--- src/rtl/berzerk_pkg.sv ---
// Shared types and defaults for the Berzerk program-ROM download/CPU arbiter.
package berzerk_pkg;

  localparam int AW_DEFAULT = 16;
  localparam logic [15:0] ROM_TOP_DEFAULT = 16'hBFFF;

  typedef enum logic [1:0] {
    ST_IDLE    = 2'd0,
    ST_WR      = 2'd1,
    ST_RD_ADDR = 2'd2,
    ST_RD_DATA = 2'd3
  } arb_state_e;

endpackage

--- src/rtl/dl_rom_arbiter.sv ---
// Shares one single-port program memory between the HPS byte download and CPU reads.
// Download bytes park in a one-entry holding register and are written when the port is free.
module dl_rom_arbiter
  import berzerk_pkg::*;
#(
  parameter int AW = AW_DEFAULT,
  parameter logic [AW-1:0] ROM_TOP = AW'(ROM_TOP_DEFAULT)
) (
  input  logic          clk_sys,
  input  logic          reset,
  input  logic          dn_download,
  input  logic [AW-1:0] dn_addr,
  input  logic [7:0]    dn_data,
  input  logic          dn_wr,
  input  logic [AW-1:0] cpu_addr,
  input  logic          cpu_rd,
  output logic [7:0]    cpu_data,
  output logic          cpu_ack,
  output logic [AW-1:0] mem_addr,
  output logic          mem_we,
  output logic [7:0]    mem_wdata,
  input  logic [7:0]    mem_rdata,
  output logic [AW:0]   dl_bytes,
  output logic          dl_done,
  output logic          dl_overflow,
  output arb_state_e    state_dbg
);

  localparam logic [AW:0] BYTES_MAX = {1'b1, {AW{1'b0}}};

  arb_state_e    state;
  logic          hold_valid;
  logic [AW-1:0] hold_addr;
  logic [7:0]    hold_data;
  logic          dn_download_q;
  logic          dl_pending;

  logic          draining;
  logic          wr_in_range;
  logic          hold_load;
  logic          wr_drop;
  logic          dl_rise;
  logic          dl_fall;
  logic [AW:0]   bytes_base;
  logic [AW:0]   bytes_next;

  // A write slot drains the holding register; a byte arriving in that same
  // cycle refills it instead of being dropped.
  assign draining    = (state == ST_WR);
  assign wr_in_range = dn_wr && (dn_addr <= ROM_TOP);
  assign hold_load   = wr_in_range && (!hold_valid || draining);
  assign wr_drop     = wr_in_range && hold_valid && !draining;
  assign dl_rise     = dn_download && !dn_download_q;
  assign dl_fall     = !dn_download && dn_download_q;

  assign mem_we    = draining && !reset;
  assign mem_addr  = draining ? hold_addr : cpu_addr;
  assign mem_wdata = hold_data;
  assign state_dbg = state;

  // Done waits for the last parked byte to reach memory.
  assign dl_done = !reset && !dn_download && (dl_pending || dn_download_q) && !hold_valid;

  always_comb begin
    bytes_base = dl_rise ? '0 : dl_bytes;
    bytes_next = bytes_base;
    if (hold_load && (bytes_base != BYTES_MAX)) begin
      bytes_next = bytes_base + (AW+1)'(1);
    end
  end

  // CPU handshake: cpu_rd is a level held (with cpu_addr stable) until the
  // one-cycle cpu_ack, which carries cpu_data; the ack cycle never starts a read.
  always_ff @(posedge clk_sys) begin
    if (reset) begin
      state         <= ST_IDLE;
      hold_valid    <= 1'b0;
      hold_addr     <= '0;
      hold_data     <= '0;
      cpu_data      <= '0;
      cpu_ack       <= 1'b0;
      dl_bytes      <= '0;
      dl_overflow   <= 1'b0;
      dn_download_q <= 1'b0;
      dl_pending    <= 1'b0;
    end else begin
      dn_download_q <= dn_download;
      dl_pending    <= (dl_pending || dl_fall) && !dl_done;
      dl_bytes      <= bytes_next;
      dl_overflow   <= (dl_overflow && !dl_rise) || wr_drop;
      cpu_ack       <= 1'b0;

      if (hold_load) begin
        hold_valid <= 1'b1;
        hold_addr  <= dn_addr;
        hold_data  <= dn_data;
      end else if (draining) begin
        hold_valid <= 1'b0;
      end

      case (state)
        ST_IDLE: begin
          if (hold_valid) begin
            state <= ST_WR;
          end else if (cpu_rd && !dn_download && !cpu_ack) begin
            state <= ST_RD_ADDR;
          end
        end
        ST_WR:      state <= ST_IDLE;
        ST_RD_ADDR: state <= ST_RD_DATA;
        ST_RD_DATA: begin
          cpu_data <= mem_rdata;
          cpu_ack  <= 1'b1;
          state    <= ST_IDLE;
        end
        default:    state <= ST_IDLE;
      endcase
    end
  end

endmodule

--- config.mk ---
export PLATFORM = sky130hd
export DESIGN_NAME = dl_rom_arbiter
export DESIGN_NICKNAME = d
export VERILOG_FILES = /design/src/rtl/berzerk_pkg.sv /design/src/rtl/dl_rom_arbiter.sv
export SDC_FILE = /design/constraint.sdc
export NUM_CORES = 1
export LEC_CHECK = 0
export CAP_MARGIN = 20
export CORE_MARGIN = 5
export CORE_UTILIZATION = 30
export DETAILED_ROUTE_END_ITERATION = 12
export HOLD_SLACK_MARGIN = 0.02
export PLACE_DENSITY = 0.57
export SETUP_SLACK_MARGIN = 0.4
export SYNTH_ARGS = -nofsm -noshare
export SYNTH_HDL_FRONTEND = slang
export SYNTH_SLANG_ARGS = --single-unit
--- constraint.sdc ---
create_clock -name clk_sys -period 4.95 [get_ports clk_sys]
set_input_delay 0.99 -clock clk_sys [delete_from_list [all_inputs] [get_ports clk_sys]]
set_output_delay 0.99 -clock clk_sys [all_outputs]
set_load 0.05 [all_outputs]
==> summary.md <==
| Metric | Value |
|---|---|
| DRT iter0 DRCs | 120 |
| RSZ-0062 raised after global routing | false |
| XOR/XNOR share of the synthesized area | 0.337% |
| Maxcap violations | 0 |
| Initial antenna violation count | 0 |
| Seq cells post-synth | 56 |
| CP max stage delay | 0.84 ns |
| Hold Buf Count CTS | 0 |
| CTS Buffer Depth | 2 |
| Vias in the first global route | 2475 |
| Largest net degree at the start of global routing | 40 |
| Wire per inst | 14.2 um |
| Crit start category | flip-flop |
| Final min period | 3.82 ns |
| First-pass GRT wire length | 12100 um |
| Most frequent CP cell | nand2_1 |
| Maximum clock rate | 262 MHz |
| Cells after DPL | 541 |
| Most used flip-flop cell after synthesis | dfxtp_1 |
| Core Area | 8590 sq um |
| Post-synthesis mux area share | 2.80% |
| Initial Util | 30.2% |
| Die H | 103 um |
| Net Count, Synth | 401 |
| Diodes inserted | 0 |
| Total Nets Final | 497 |
| Syn avg cell area | 7.50 sq um |
| CP max stage cell | nor2b_2 |
| Final ANT Viol Nets | 0 |
| Period utilization | 77.2% |
| Clk_lat worst skew | 0.31 ns |
| Detailed placement HPWL | 5640 um |
| Top-level I/O count | 108 |
| Sequential area share after synthesis | 43.2% |
| H-tree level count | 2 |
| Postcts setup bufs | 0 |
| Max IR drop VDD | 105 uV |
| Type of the most critical hold path | reg -> reg |
| Gr usage total | 14.3% |
| Non-Filler Instances | 551 |
| DR vias/cell | 4.95 |
| Setup Slack @ Placement | 1.33 ns |
| Final setup TNS | 0 ns |
| Total CTS buffers | 5 |
| Crit path max fanout | 22 |
| Clock sink count | 56 |
| Crit end category | output port |
| Async set or reset register ratio after synthesis | 0% |
| Area grow syn2layout | 48.1% |
| DR DRC count | 0 |
| Die Wd | 103 um |
| Final core utilization | 44.8% |
| Final hold violations | 0 |
| Final setup violation count | 0 |
| Post-synth EDFFs | 0 |
| Post-Synth Adder-Cell Area | 0.964% |
| Post-Syn Instances | 346 |
| Library cells used by synthesis | 46 |
| Warning count from the yosys run | 0 |
| CP Data Required Time | 3.96 ns |
| DRT Wirelength | 7830 um |
| # rows | 34 |
| Worst-path clk slew | 0.11 ns |
| CTS tree | yes |
| CTS root buf | clkbuf_8 |
| Port-buffer cells | 107 |
| Placer Congestion | 0.784 |
| CP cell instances | nor2b_2, nand2_1, nand2_1, clkdlybuf4s50_1 |
| Layout cells sized above 1 | 5.19% |
| Die area | 10600 sq um |
| Worst-margin pin slew | 1.10 ns |
| # resized after CTS | 0 |
| Synthesized area | 2600 sq um |
| Leakage | 1.40 nW |
| Via count | 2725 |
| Status | completed |
| Simple logic cell fraction of the synthesized area | 32.4% |
| Synth Area in Compound Gates | 15.8% |
| Setup CP Type | reg -> out |
| PwrDens | 255 nW/um^2 |
| Crit path DAT | 2.83 ns |
| Max-slew violations | 0 |
| Worst R2R Setup Slack | 2.09 ns |
| Router iterations before antenna repair | 4 |
| GR Overflow Total | 0 |
| Worst relative slew slack | 26.2% |
| Setup Skew | 0.0107 ns |
| Main combinational cell family by area after synthesis | simple AND/OR/NAND/NOR gates |
| Final worst slack | 1.13 ns |
==> cell families (layout without fill, tap and decap cells) <==
family / after synthesis / after routing
flip-flops: 56 / 56
AO/OA/AOI/OAI: 68 / 68
adder cells (fa/ha/maj): 2 / 2
buffers and inverters: 28 / 125
multiplexers: 7 / 7
XOR/XNOR: 1 / 1
AND/OR/NAND/NOR: 184 / 184
==> power by group <==
| group | internal [mW] | switching (mW) |
|---|---|---|
| sequential | 0.467 | 0.0143 |
| combinational | 0.0934 | 0.140 |
| clock | 0.104 | 0.162 |
==> stage by stage <==
step | cell area [sq um] | hold WS [ns] | total power, mW
2_1_floorplan | 2600 | 0.437 | 0.624
3_3_place_gp | 3720 | 0.441 | 0.721
3_5_place_dp | 3720 | 0.447 | 0.723
4_1_cts | 3820 | 0.463 | 0.995
5_1_grt | 3850 | 0.476 | 1.03
6_report | 3850 | 0.459 | 0.980
==> layer usage <==
layer	routed length, um	GRT usage (%)	share of wire (%)
met1	3490	18.5	45
met2	3770	23.8	48
met3	422	2.64	5.4
met4	153	4.78	2.0
met5	0	0	0
==> cell type report <==
cell class / instances / area (sq um)
Multi-Input combinational cell: 262 / 1370
Sequential cell: 56 / 1120
Timing Repair Buffer: 110 / 1100
Tap cell: 108 / 135
Clock inverter: 3 / 25.0
Fill cell: 918 / 4750
Clock buffer: 5 / 68.8
Inverter: 7 / 26.3
==> worst paths after layout <==
| check | cells after the start | endpoint | start |
|---|---|---|---|
| worst min-delay path | 2 | mem_wdata[1]$_SDFFE_PP0P_ | mem_wdata[1]$_SDFFE_PP0P_ |
| worst max-delay path | 4 | mem_addr[15] | state_dbg[0]$_SDFFE_PP0P_ |
| worst max register to register | 4 | dl_bytes[12]$_SDFF_PP0_ | state_dbg[0]$_SDFFE_PP0P_ |
| worst min register to register | 2 | mem_wdata[1]$_SDFFE_PP0P_ | mem_wdata[1]$_SDFFE_PP0P_ |
==> Yosys cell counts, types with 4 or more instances <==
cell,instances,area [sq um]
inv_1,7,26.3
dfxtp_1,56,1120
nand2_1,121,454
nand4_1,4,25.0
nor3_1,4,20.0
nand3_1,12,60.1
nor4_1,6,37.5
buf_2,5,25.0
nor2_1,13,48.8
or3_1,5,31.3
mux2i_1,5,50.1
a21oi_1,44,220
clkbuf_1,12,45.0
==> critical path: cells and delay by family (launching register included) <==
family / cells / cell delay [ns]
simple gates: 3 / 1.08
buf+inv: 1 / 0.80
flops: 1 / 0.64
==> registers in the layout, indices dropped and copies added, names as in the netlist <==
| signal | count |
|---|---|
| dl_bytes | 17 |
| hold_addr | 16 |
| cpu_data | 8 |
| mem_wdata | 8 |
| state_dbg | 2 |
| cpu_ack | 1 |
| dl_overflow | 1 |
| dl_pending | 1 |
| dn_download_q | 1 |
| hold_valid | 1 |
==> cell usage in the layout, fill, tap and decap left out, types with 2 or more instances in the layout <==
master and instances:
or4_1 3, o211a_1 2, nor3_1 4, o31a_1 2
mux2i_1 5, clkbuf_8 5, nor4_1 6, dfxtp_1 56
nand2b_1 3, nor4b_1 2, and2_1 2, ha_1 2
inv_1 7, nand4_1 4, buf_8 2, o21ai_0 3
nor2_1 13, nand3_1 12, o211ai_1 3, or3_1 5
a21oi_1 44, o31ai_1 3, inv_6 2, clkdlybuf4s50_1 106
a21boi_2 2, nor4_2 2, nand2_1 121
No activity file was read; power rests on OpenSTA's default activity.
